===== src/rtl/galivan_pkg.sv =====
// Shared widths, FSM encodings, region selects and default ROM map for the ioctl ROM loader.
package galivan_pkg;

    localparam int unsigned ADDR_W      = 27;
    localparam int unsigned BYTE_ADDR_W = 24;
    localparam int unsigned OFF_W       = 18;
    localparam int unsigned SEL_W       = 4;
    localparam int unsigned INDEX_W     = 8;
    localparam int unsigned WORD_W      = 16;
    localparam int unsigned BYTE_W      = 8;

    localparam logic [1:0] IDLE  = 2'd0;
    localparam logic [1:0] WR_LO = 2'd1;
    localparam logic [1:0] WR_HI = 2'd2;

    localparam logic [SEL_W-1:0] SEL_NONE = 4'b0000;
    localparam logic [SEL_W-1:0] SEL_MAIN = 4'b0001;
    localparam logic [SEL_W-1:0] SEL_SND  = 4'b0010;
    localparam logic [SEL_W-1:0] SEL_TILE = 4'b0100;
    localparam logic [SEL_W-1:0] SEL_SPR  = 4'b1000;

    localparam logic [BYTE_ADDR_W-1:0] DEF_R1_BASE    = 24'h014000;
    localparam logic [BYTE_ADDR_W-1:0] DEF_R2_BASE    = 24'h018000;
    localparam logic [BYTE_ADDR_W-1:0] DEF_R3_BASE    = 24'h028000;
    localparam logic [BYTE_ADDR_W-1:0] DEF_ROM_END    = 24'h038000;
    localparam logic [INDEX_W-1:0]     DEF_LOAD_INDEX = 8'd0;

    typedef struct packed {
        logic [SEL_W-1:0] sel;
        logic [OFF_W-1:0] offset;
        logic             in_range;
    } region_t;

endpackage


===== src/rtl/rom_loader_if.sv =====
// ioctl download stream from hps_io plus the byte-wide ROM write port and status flags.
interface rom_loader_if;
    import galivan_pkg::*;

    logic                ioctl_download;
    logic [INDEX_W-1:0]  ioctl_index;
    logic                ioctl_wr;
    logic [ADDR_W-1:0]   ioctl_addr;
    logic [WORD_W-1:0]   ioctl_dout;
    logic                ioctl_wait;
    logic                rom_we;
    logic [SEL_W-1:0]    rom_sel;
    logic [OFF_W-1:0]    rom_addr;
    logic [BYTE_W-1:0]   rom_data;
    logic                load_done;
    logic                overrun;
    logic                range_err;

    modport master (
        output ioctl_download, ioctl_index, ioctl_wr, ioctl_addr, ioctl_dout,
        input  ioctl_wait, rom_we, rom_sel, rom_addr, rom_data, load_done, overrun, range_err
    );

    modport slave (
        input  ioctl_download, ioctl_index, ioctl_wr, ioctl_addr, ioctl_dout,
        output ioctl_wait, rom_we, rom_sel, rom_addr, rom_data, load_done, overrun, range_err
    );

endinterface


===== src/rtl/rom_region_dec.sv =====
// Combinational byte-address decoder: one-hot ROM region, offset within it, and in-range flag.
module rom_region_dec
    import galivan_pkg::*;
#(
    parameter logic [BYTE_ADDR_W-1:0] R1_BASE = DEF_R1_BASE,
    parameter logic [BYTE_ADDR_W-1:0] R2_BASE = DEF_R2_BASE,
    parameter logic [BYTE_ADDR_W-1:0] R3_BASE = DEF_R3_BASE,
    parameter logic [BYTE_ADDR_W-1:0] ROM_END = DEF_ROM_END
) (
    input  logic [ADDR_W-1:0] addr,
    output region_t           region
);

    logic [BYTE_ADDR_W-1:0] a;
    logic                   high_zero;

    assign a         = addr[BYTE_ADDR_W-1:0];
    assign high_zero = (addr[ADDR_W-1:BYTE_ADDR_W] == '0);

    always_comb begin
        region = '0;
        if (high_zero) begin
            if (a < R1_BASE)
                region = '{sel: SEL_MAIN, offset: OFF_W'(a), in_range: 1'b1};
            else if (a < R2_BASE)
                region = '{sel: SEL_SND, offset: OFF_W'(a - R1_BASE), in_range: 1'b1};
            else if (a < R3_BASE)
                region = '{sel: SEL_TILE, offset: OFF_W'(a - R2_BASE), in_range: 1'b1};
            else if (a < ROM_END)
                region = '{sel: SEL_SPR, offset: OFF_W'(a - R3_BASE), in_range: 1'b1};
        end
    end

endmodule


===== src/rtl/rom_loader.sv =====
// Turns 16-bit ioctl download words into two byte writes (low byte first) on the region-decoded ROM port.
module rom_loader
    import galivan_pkg::*;
#(
    parameter logic [BYTE_ADDR_W-1:0] R1_BASE    = DEF_R1_BASE,
    parameter logic [BYTE_ADDR_W-1:0] R2_BASE    = DEF_R2_BASE,
    parameter logic [BYTE_ADDR_W-1:0] R3_BASE    = DEF_R3_BASE,
    parameter logic [BYTE_ADDR_W-1:0] ROM_END    = DEF_ROM_END,
    parameter logic [INDEX_W-1:0]     LOAD_INDEX = DEF_LOAD_INDEX
) (
    input  logic         clk_sys,
    input  logic         reset,
    rom_loader_if.slave  bus
);

    logic [1:0]        state, state_nx;
    logic [ADDR_W-1:0] lat_addr, lat_addr_nx;
    logic [BYTE_W-1:0] lat_hi, lat_hi_nx;
    logic              we_q, we_nx, wait_q, wait_nx;
    logic [SEL_W-1:0]  sel_q, sel_nx;
    logic [OFF_W-1:0]  addr_q, addr_nx;
    logic [BYTE_W-1:0] data_q, data_nx;
    logic              done_q, done_nx, ovr_q, ovr_nx, rerr_q, rerr_nx;
    logic              dl_q, dl_ok_q, dl_ok_nx, pend_q, pend_nx;

    logic              accept, rise, fall, phase;
    logic [ADDR_W-1:0] dec_addr;
    logic [BYTE_W-1:0] dec_byte;
    region_t           region;

    assign accept = bus.ioctl_wr & bus.ioctl_download & (bus.ioctl_index == LOAD_INDEX);
    assign rise   = bus.ioctl_download & ~dl_q;
    assign fall   = ~bus.ioctl_download & dl_q;

    // The decoder looks one byte ahead so the registered write port lines up with WR_LO/WR_HI.
    assign dec_addr = (state == IDLE) ? (bus.ioctl_addr & ~ADDR_W'(1)) : (lat_addr | ADDR_W'(1));
    assign dec_byte = (state == IDLE) ? bus.ioctl_dout[BYTE_W-1:0] : lat_hi;

    rom_region_dec #(
        .R1_BASE (R1_BASE),
        .R2_BASE (R2_BASE),
        .R3_BASE (R3_BASE),
        .ROM_END (ROM_END)
    ) u_dec (
        .addr   (dec_addr),
        .region (region)
    );

    always_ff @(posedge clk_sys) begin
        if (reset) begin
            state    <= IDLE;
            lat_addr <= '0;
            lat_hi   <= '0;
            we_q     <= 1'b0;
            wait_q   <= 1'b0;
            sel_q    <= '0;
            addr_q   <= '0;
            data_q   <= '0;
            done_q   <= 1'b0;
            ovr_q    <= 1'b0;
            rerr_q   <= 1'b0;
            dl_q     <= 1'b0;
            dl_ok_q  <= 1'b0;
            pend_q   <= 1'b0;
        end else begin
            state    <= state_nx;
            lat_addr <= lat_addr_nx;
            lat_hi   <= lat_hi_nx;
            we_q     <= we_nx;
            wait_q   <= wait_nx;
            sel_q    <= sel_nx;
            addr_q   <= addr_nx;
            data_q   <= data_nx;
            done_q   <= done_nx;
            ovr_q    <= ovr_nx;
            rerr_q   <= rerr_nx;
            dl_q     <= bus.ioctl_download;
            dl_ok_q  <= dl_ok_nx;
            pend_q   <= pend_nx;
        end
    end

    always_comb begin
        state_nx    = state;
        lat_addr_nx = lat_addr;
        lat_hi_nx   = lat_hi;
        phase       = 1'b0;
        we_nx       = 1'b0;
        wait_nx     = 1'b0;
        sel_nx      = sel_q;
        addr_nx     = addr_q;
        data_nx     = data_q;
        done_nx     = rise ? 1'b0 : done_q;
        ovr_nx      = rise ? 1'b0 : ovr_q;
        rerr_nx     = rise ? 1'b0 : rerr_q;
        dl_ok_nx    = rise ? (bus.ioctl_index == LOAD_INDEX) : dl_ok_q;
        pend_nx     = rise ? 1'b0 : pend_q;

        case (state)
            IDLE: begin
                if (accept) begin
                    state_nx    = WR_LO;
                    lat_addr_nx = bus.ioctl_addr;
                    lat_hi_nx   = bus.ioctl_dout[WORD_W-1:BYTE_W];
                    phase       = 1'b1;
                end
            end
            WR_LO: begin
                state_nx = WR_HI;
                phase    = 1'b1;
            end
            WR_HI:   state_nx = IDLE;
            default: state_nx = IDLE;
        endcase

        if (accept && (state != IDLE))
            ovr_nx = 1'b1;

        // Out-of-range bytes clear the select but leave address/data holding their last write.
        if (phase) begin
            wait_nx = 1'b1;
            sel_nx  = region.sel;
            if (region.in_range) begin
                we_nx   = 1'b1;
                addr_nx = region.offset;
                data_nx = dec_byte;
            end else begin
                rerr_nx = 1'b1;
            end
        end

        // A download that ends mid-word reports done only once the loader is back in IDLE.
        if (!rise && ((fall && dl_ok_q) || pend_q)) begin
            if (state_nx == IDLE) begin
                done_nx = 1'b1;
                pend_nx = 1'b0;
            end else begin
                pend_nx = 1'b1;
            end
        end
    end

    assign bus.ioctl_wait = wait_q;
    assign bus.rom_we     = we_q;
    assign bus.rom_sel    = sel_q;
    assign bus.rom_addr   = addr_q;
    assign bus.rom_data   = data_q;
    assign bus.load_done  = done_q;
    assign bus.overrun    = ovr_q;
    assign bus.range_err  = rerr_q;

endmodule


===== src/flat_wrapper.sv =====
// flat-port wrapper written by rule: the top's interface ports become plain ports
module rom_loader_flat import galivan_pkg::*;
#(
    parameter logic [BYTE_ADDR_W-1:0] R1_BASE    = DEF_R1_BASE,
    parameter logic [BYTE_ADDR_W-1:0] R2_BASE    = DEF_R2_BASE,
    parameter logic [BYTE_ADDR_W-1:0] R3_BASE    = DEF_R3_BASE,
    parameter logic [BYTE_ADDR_W-1:0] ROM_END    = DEF_ROM_END,
    parameter logic [INDEX_W-1:0]     LOAD_INDEX = DEF_LOAD_INDEX
)
  (clk_sys, reset, bus_ioctl_download, bus_ioctl_index, bus_ioctl_wr, bus_ioctl_addr, bus_ioctl_dout, bus_ioctl_wait, bus_rom_we, bus_rom_sel, bus_rom_addr, bus_rom_data, bus_load_done, bus_overrun, bus_range_err);
  rom_loader_if bus_i ();
  input  logic clk_sys;
  input  logic reset;
  input wire logic [$bits(bus_i.ioctl_download)-1:0] bus_ioctl_download;
  input wire logic [$bits(bus_i.ioctl_index)-1:0] bus_ioctl_index;
  input wire logic [$bits(bus_i.ioctl_wr)-1:0] bus_ioctl_wr;
  input wire logic [$bits(bus_i.ioctl_addr)-1:0] bus_ioctl_addr;
  input wire logic [$bits(bus_i.ioctl_dout)-1:0] bus_ioctl_dout;
  output wire logic [$bits(bus_i.ioctl_wait)-1:0] bus_ioctl_wait;
  output wire logic [$bits(bus_i.rom_we)-1:0] bus_rom_we;
  output wire logic [$bits(bus_i.rom_sel)-1:0] bus_rom_sel;
  output wire logic [$bits(bus_i.rom_addr)-1:0] bus_rom_addr;
  output wire logic [$bits(bus_i.rom_data)-1:0] bus_rom_data;
  output wire logic [$bits(bus_i.load_done)-1:0] bus_load_done;
  output wire logic [$bits(bus_i.overrun)-1:0] bus_overrun;
  output wire logic [$bits(bus_i.range_err)-1:0] bus_range_err;
  assign bus_i.ioctl_download = bus_ioctl_download;
  assign bus_i.ioctl_index = bus_ioctl_index;
  assign bus_i.ioctl_wr = bus_ioctl_wr;
  assign bus_i.ioctl_addr = bus_ioctl_addr;
  assign bus_i.ioctl_dout = bus_ioctl_dout;
  assign bus_ioctl_wait = bus_i.ioctl_wait;
  assign bus_rom_we = bus_i.rom_we;
  assign bus_rom_sel = bus_i.rom_sel;
  assign bus_rom_addr = bus_i.rom_addr;
  assign bus_rom_data = bus_i.rom_data;
  assign bus_load_done = bus_i.load_done;
  assign bus_overrun = bus_i.overrun;
  assign bus_range_err = bus_i.range_err;
  rom_loader #(.R1_BASE(R1_BASE), .R2_BASE(R2_BASE), .R3_BASE(R3_BASE), .ROM_END(ROM_END), .LOAD_INDEX(LOAD_INDEX)) u_core (.clk_sys(clk_sys), .reset(reset), .bus(bus_i));
endmodule

===== config.mk =====
export PLATFORM = sky130hd
export DESIGN_NAME = rom_loader_flat
export DESIGN_NICKNAME = d
export VERILOG_FILES = /design/src/rtl/galivan_pkg.sv /design/src/rtl/rom_loader_if.sv /design/src/rtl/rom_region_dec.sv /design/src/rtl/rom_loader.sv /design/src/flat_wrapper.sv
export SDC_FILE = /design/constraint.sdc
export NUM_CORES = 1
export LEC_CHECK = 0
export ABC_CLOCK_PERIOD_IN_PS = 2700
export CORE_MARGIN = 4
export CORE_UTILIZATION = 48
export CTS_CLUSTER_DIAMETER = 200
export DETAILED_ROUTE_END_ITERATION = 7
export PLACE_DENSITY = 0.8
export SLEW_MARGIN = 10
export SYNTH_ARGS = -nofsm -noshare
export SYNTH_HDL_FRONTEND = slang
export SYNTH_SLANG_ARGS = --single-unit

===== constraint.sdc =====
create_clock -name clk_sys -period 2.7 [get_ports clk_sys]
set_input_delay 0.27 -clock clk_sys [delete_from_list [all_inputs] [get_ports clk_sys]]
set_output_delay 0.27 -clock clk_sys [all_outputs]
set_load 0.02 [all_outputs]

==> flow_metrics.env <==
export IMPL_dpl_hpwl_mm=5.77
export IMPL_initial_utilization=0.501
export IMPL_dieArea_sq_um=8120
export IMPL_worstPathRequired_ps=2950
export IMPL_r2r_slack_ps=300
export IMPL_synth_cells=408
export IMPL_rsz0062_at_grt="no"
export IMPL_ys_seq_elements=74
export IMPL_holdPathEnd="u_core.bus.rom_sel[3]"
export IMPL_syn_to_final_growth_pct=34.9
export IMPL_worst_hold_slack_ps=453
export IMPL_hp_start="u_core.bus.rom_sel[3]"
export IMPL_post_place_ws_ps=200
export IMPL_clkPwrFrac=0.381
export IMPL_first_pass_iters=4
export IMPL_overflow=0
export IMPL_rr_worst_depth=7
export IMPL_cp_end_kind="flip-flop"
export IMPL_routabilityCongestion=0.922
export IMPL_io_pins=90
export IMPL_syn_avg_cell_area_sq_um=7.94
export IMPL_fin_setup_tns_ps=0
export IMPL_yosys_warnings=0
export IMPL_grt_max_degree=40
export IMPL_drive_above_1_share=0.0845
export IMPL_arrival_ps=2650
export IMPL_combPwrFrac=0.080
export IMPL_hp_class="flip-flop to flip-flop"
export IMPL_p_switching_mw=0.482
export IMPL_yosysSeqAreaShare=0.457
export IMPL_drv_cap=0
export IMPL_min_path_cells=2
export IMPL_synth_net_count=467
export IMPL_grt_pass1_vias=2944
export IMPL_fp_dieH_microns=90.1
export IMPL_p_seq_frac=0.540
export IMPL_antenna_found_initial=0
export IMPL_p_int_mw=1.54
export IMPL_routedWlPerCell_microns=14.1
export IMPL_htree_levels=3
export IMPL_critical_path_class="flip-flop to flip-flop"
export IMPL_relSlewSlack=0.520
export IMPL_wirelength_mm=8.11
export IMPL_layout_area_seq_sq_um=1480
export IMPL_start_kind="flip-flop"
export IMPL_cp_slowest_cell="dfxtp_1"
export IMPL_max_freq_ghz=0.416
export IMPL_post_cts_buffers=0
export IMPL_p_per_area_nw_per_um2=463
export IMPL_crit_start="u_core.state[0]"
export IMPL_layout_nets=551
export IMPL_tritoncts="built"
export IMPL_fp_dieW_microns=90.1
export IMPL_fin_crit_ps=2400
export IMPL_routed_via_count=3119
export IMPL_grtUsageTotal=0.203
export IMPL_num_antenna_cells=0
export IMPL_worst_path_largest_cell_delay_ps=600
export IMPL_yosysUniqueCellTypes=47
export IMPL_worst_slack_ps=296
export IMPL_cts_hold_buf=0
export IMPL_clock_latency_ps=340
export IMPL_vias_per_cell=5.43
export IMPL_synth_area_sq_um=3240
export IMPL_p_leak_nw=1.53
export IMPL_multiInputGateArea_sq_um=1610
export IMPL_port_buffers=88
export IMPL_drtIter0Drc=122
export IMPL_hold_viol=0
export IMPL_grt_first_pass_wirelength_mm=13.9
export IMPL_final_core_util=0.676
export IMPL_tightest_slew_ps=719
export IMPL_outcome="completed"
export IMPL_reg2reg_from="u_core.state[0]"
export IMPL_setup_viol=0
export IMPL_cts_root_buf="clkbuf_8"
export IMPL_crit_fanout=36
export IMPL_path_cells="or2_1, nand3_1, a221o_1, nor2_4, buf_12, nor2_1, a311oi_1"
export IMPL_layout_common_cells="127 x nand2_1, 87 x clkdlybuf4s50_1, 74 x dfxtp_1, 46 x a21oi_1, 36 x nor2_1"
export IMPL_cts_buffers_inserted=9
export IMPL_fill_cells=558
export IMPL_ir_drop_v=0.000237
export IMPL_path_clk_slew_ps=80
export IMPL_final_common_cell="nand2_1"
export IMPL_ant_nets=0
export IMPL_clock_sinks=74
export IMPL_drc=0
export IMPL_timing_rr_end="u_core.bus.rom_addr[13]"
export IMPL_sw_frac_of_total=0.238
export IMPL_clockBufferDepth=2
export IMPL_period_share=0.890
export IMPL_clock_skew_ps=9.46
export IMPL_core_area_sq_um=6460
export IMPL_slew_viol_final=0
export IMPL_total_power_mw=2.02
export IMPL_rows=29
## per-layer routing
metal	GRT usage	routed length, microns	vias to the layer above
li1	-	-	1572
met1	0.256	3500	1443
met2	0.343	4030	90
met3	0.0409	440	14
met4	0.0740	141	0
met5	0	0	-
## cell usage after synthesis, drive strengths merged
| cell type | number | area (sq um) |
|---|---|---|
| o32ai | 2 | 17.5 |
| or4 | 3 | 30.0 |
| dfxtp | 74 | 1480 |
| nand3 | 4 | 20.0 |
| a22oi | 2 | 15.0 |
| nor2 | 38 | 161 |
| a311oi | 21 | 184 |
| nor3 | 6 | 35.0 |
| nor4 | 3 | 25.0 |
| or2 | 2 | 12.5 |
| inv | 7 | 26.3 |
| nand2b | 3 | 18.8 |
| a21oi | 47 | 235 |
| mux2 | 2 | 26.3 |
| a311o | 1 | 10.0 |
| nor4bb | 1 | 10.0 |
| or3b | 1 | 11.3 |
| buf | 11 | 81.3 |
| nor2b | 1 | 6.26 |
| a221o | 1 | 10.0 |
| o21a | 1 | 7.51 |
| and2 | 3 | 18.8 |
| mux2i | 3 | 30.0 |
| a31oi | 1 | 6.26 |
| a211oi | 3 | 22.5 |
| o211a | 1 | 10.0 |
| or3 | 3 | 18.8 |
| xnor2 | 2 | 17.5 |
| nand4 | 2 | 12.5 |
| o21ai | 6 | 33.8 |
| o2111ai | 2 | 17.5 |
| o21bai | 1 | 11.3 |
| o211ai | 3 | 27.5 |
| clkbuf | 16 | 60.1 |
| ha | 4 | 50.1 |
| nand2 | 127 | 477 |
## sequential cells by signal (all words and copies together) (netlist names)
name,cells
u_core.lat_addr,26
u_core.bus.rom_addr,18
u_core.bus.rom_data,8
u_core.lat_hi,8
u_core.bus.rom_sel,4
u_core.state,2
u_core.bus.ioctl_wait,1
u_core.bus.load_done,1
u_core.bus.overrun,1
u_core.bus.range_err,1
u_core.bus.rom_we,1
u_core.dl_ok_q,1
u_core.dl_q,1
u_core.pend_q,1
## area by class of cell
| cell class | count | area share |
|---|---|---|
| Clock buffer | 10 | 0.0315 |
| Clock inverter | 6 | 0.00945 |
| Inverter | 7 | 0.00602 |
| Multi-Input combinational cell | 300 | 0.368 |
| Sequential cell | 74 | 0.339 |
| Tap cell | 77 | 0.0221 |
| Timing Repair Buffer | 100 | 0.224 |
## worst max-delay path, delay by kind of cell (launching register included)
kind | cells | cell delay [ps]
simple gates | 4 | 800
buf+inv | 1 | 200
flops | 1 | 600
compound gates | 2 | 700
## through the flow
stage                     cell area [sq um]  instances
after floorplan                        3240        408
after global routing                   4370        574
after global placement                 4190        558
final                                  4370        574
after CTS                              4360        574
after detailed placement               4190        558
## kinds of logic (layout without fill, tap and decap cells)
group | after synthesis | count (layout) | share of synthesized area
AND/OR/NAND/NOR | 197 | 197 | 0.265
XOR/XNOR | 2 | 2 | 0.00541
AO/OA/AOI/OAI | 92 | 92 | 0.188
multiplexers | 5 | 5 | 0.0174
buffers and inverters | 34 | 123 | 0.0518
adder cells (fa/ha/maj) | 4 | 4 | 0.0155
flip-flops | 74 | 74 | 0.457
## worst max-delay path by stage
stage / endpoint / slack [ps] / depth (start not counted)
floorplan: u_core.bus.rom_sel[2] / 680 / 9
global placement: u_core.bus.rom_sel[2] / 230 / 8
global route: u_core.bus.rom_data[5] / 80 / 7
detailed placement: u_core.bus.rom_addr[17] / 200 / 8
CTS: u_core.bus.rom_sel[2] / 230 / 8
finish: u_core.bus.rom_addr[13] / 300 / 7
## power by group through the flow
stage	clock network (mW)	logic, mW	registers [mW]
6_report	0.770	0.161	1.09
5_1_grt	0.835	0.176	1.09
4_1_cts	0.788	0.161	1.09
3_5_place_dp	0	0.160	1.12
3_3_place_gp	0	0.160	1.12
2_1_floorplan	0	0.0586	1.12
## what timing repair did
item                                    in CTS  in global routing
endpoints found under the hold margin        0                  0
endpoints found under the setup margin       0                  1
resized for setup                            0                  1
Power figures use the tool's default switching activity.
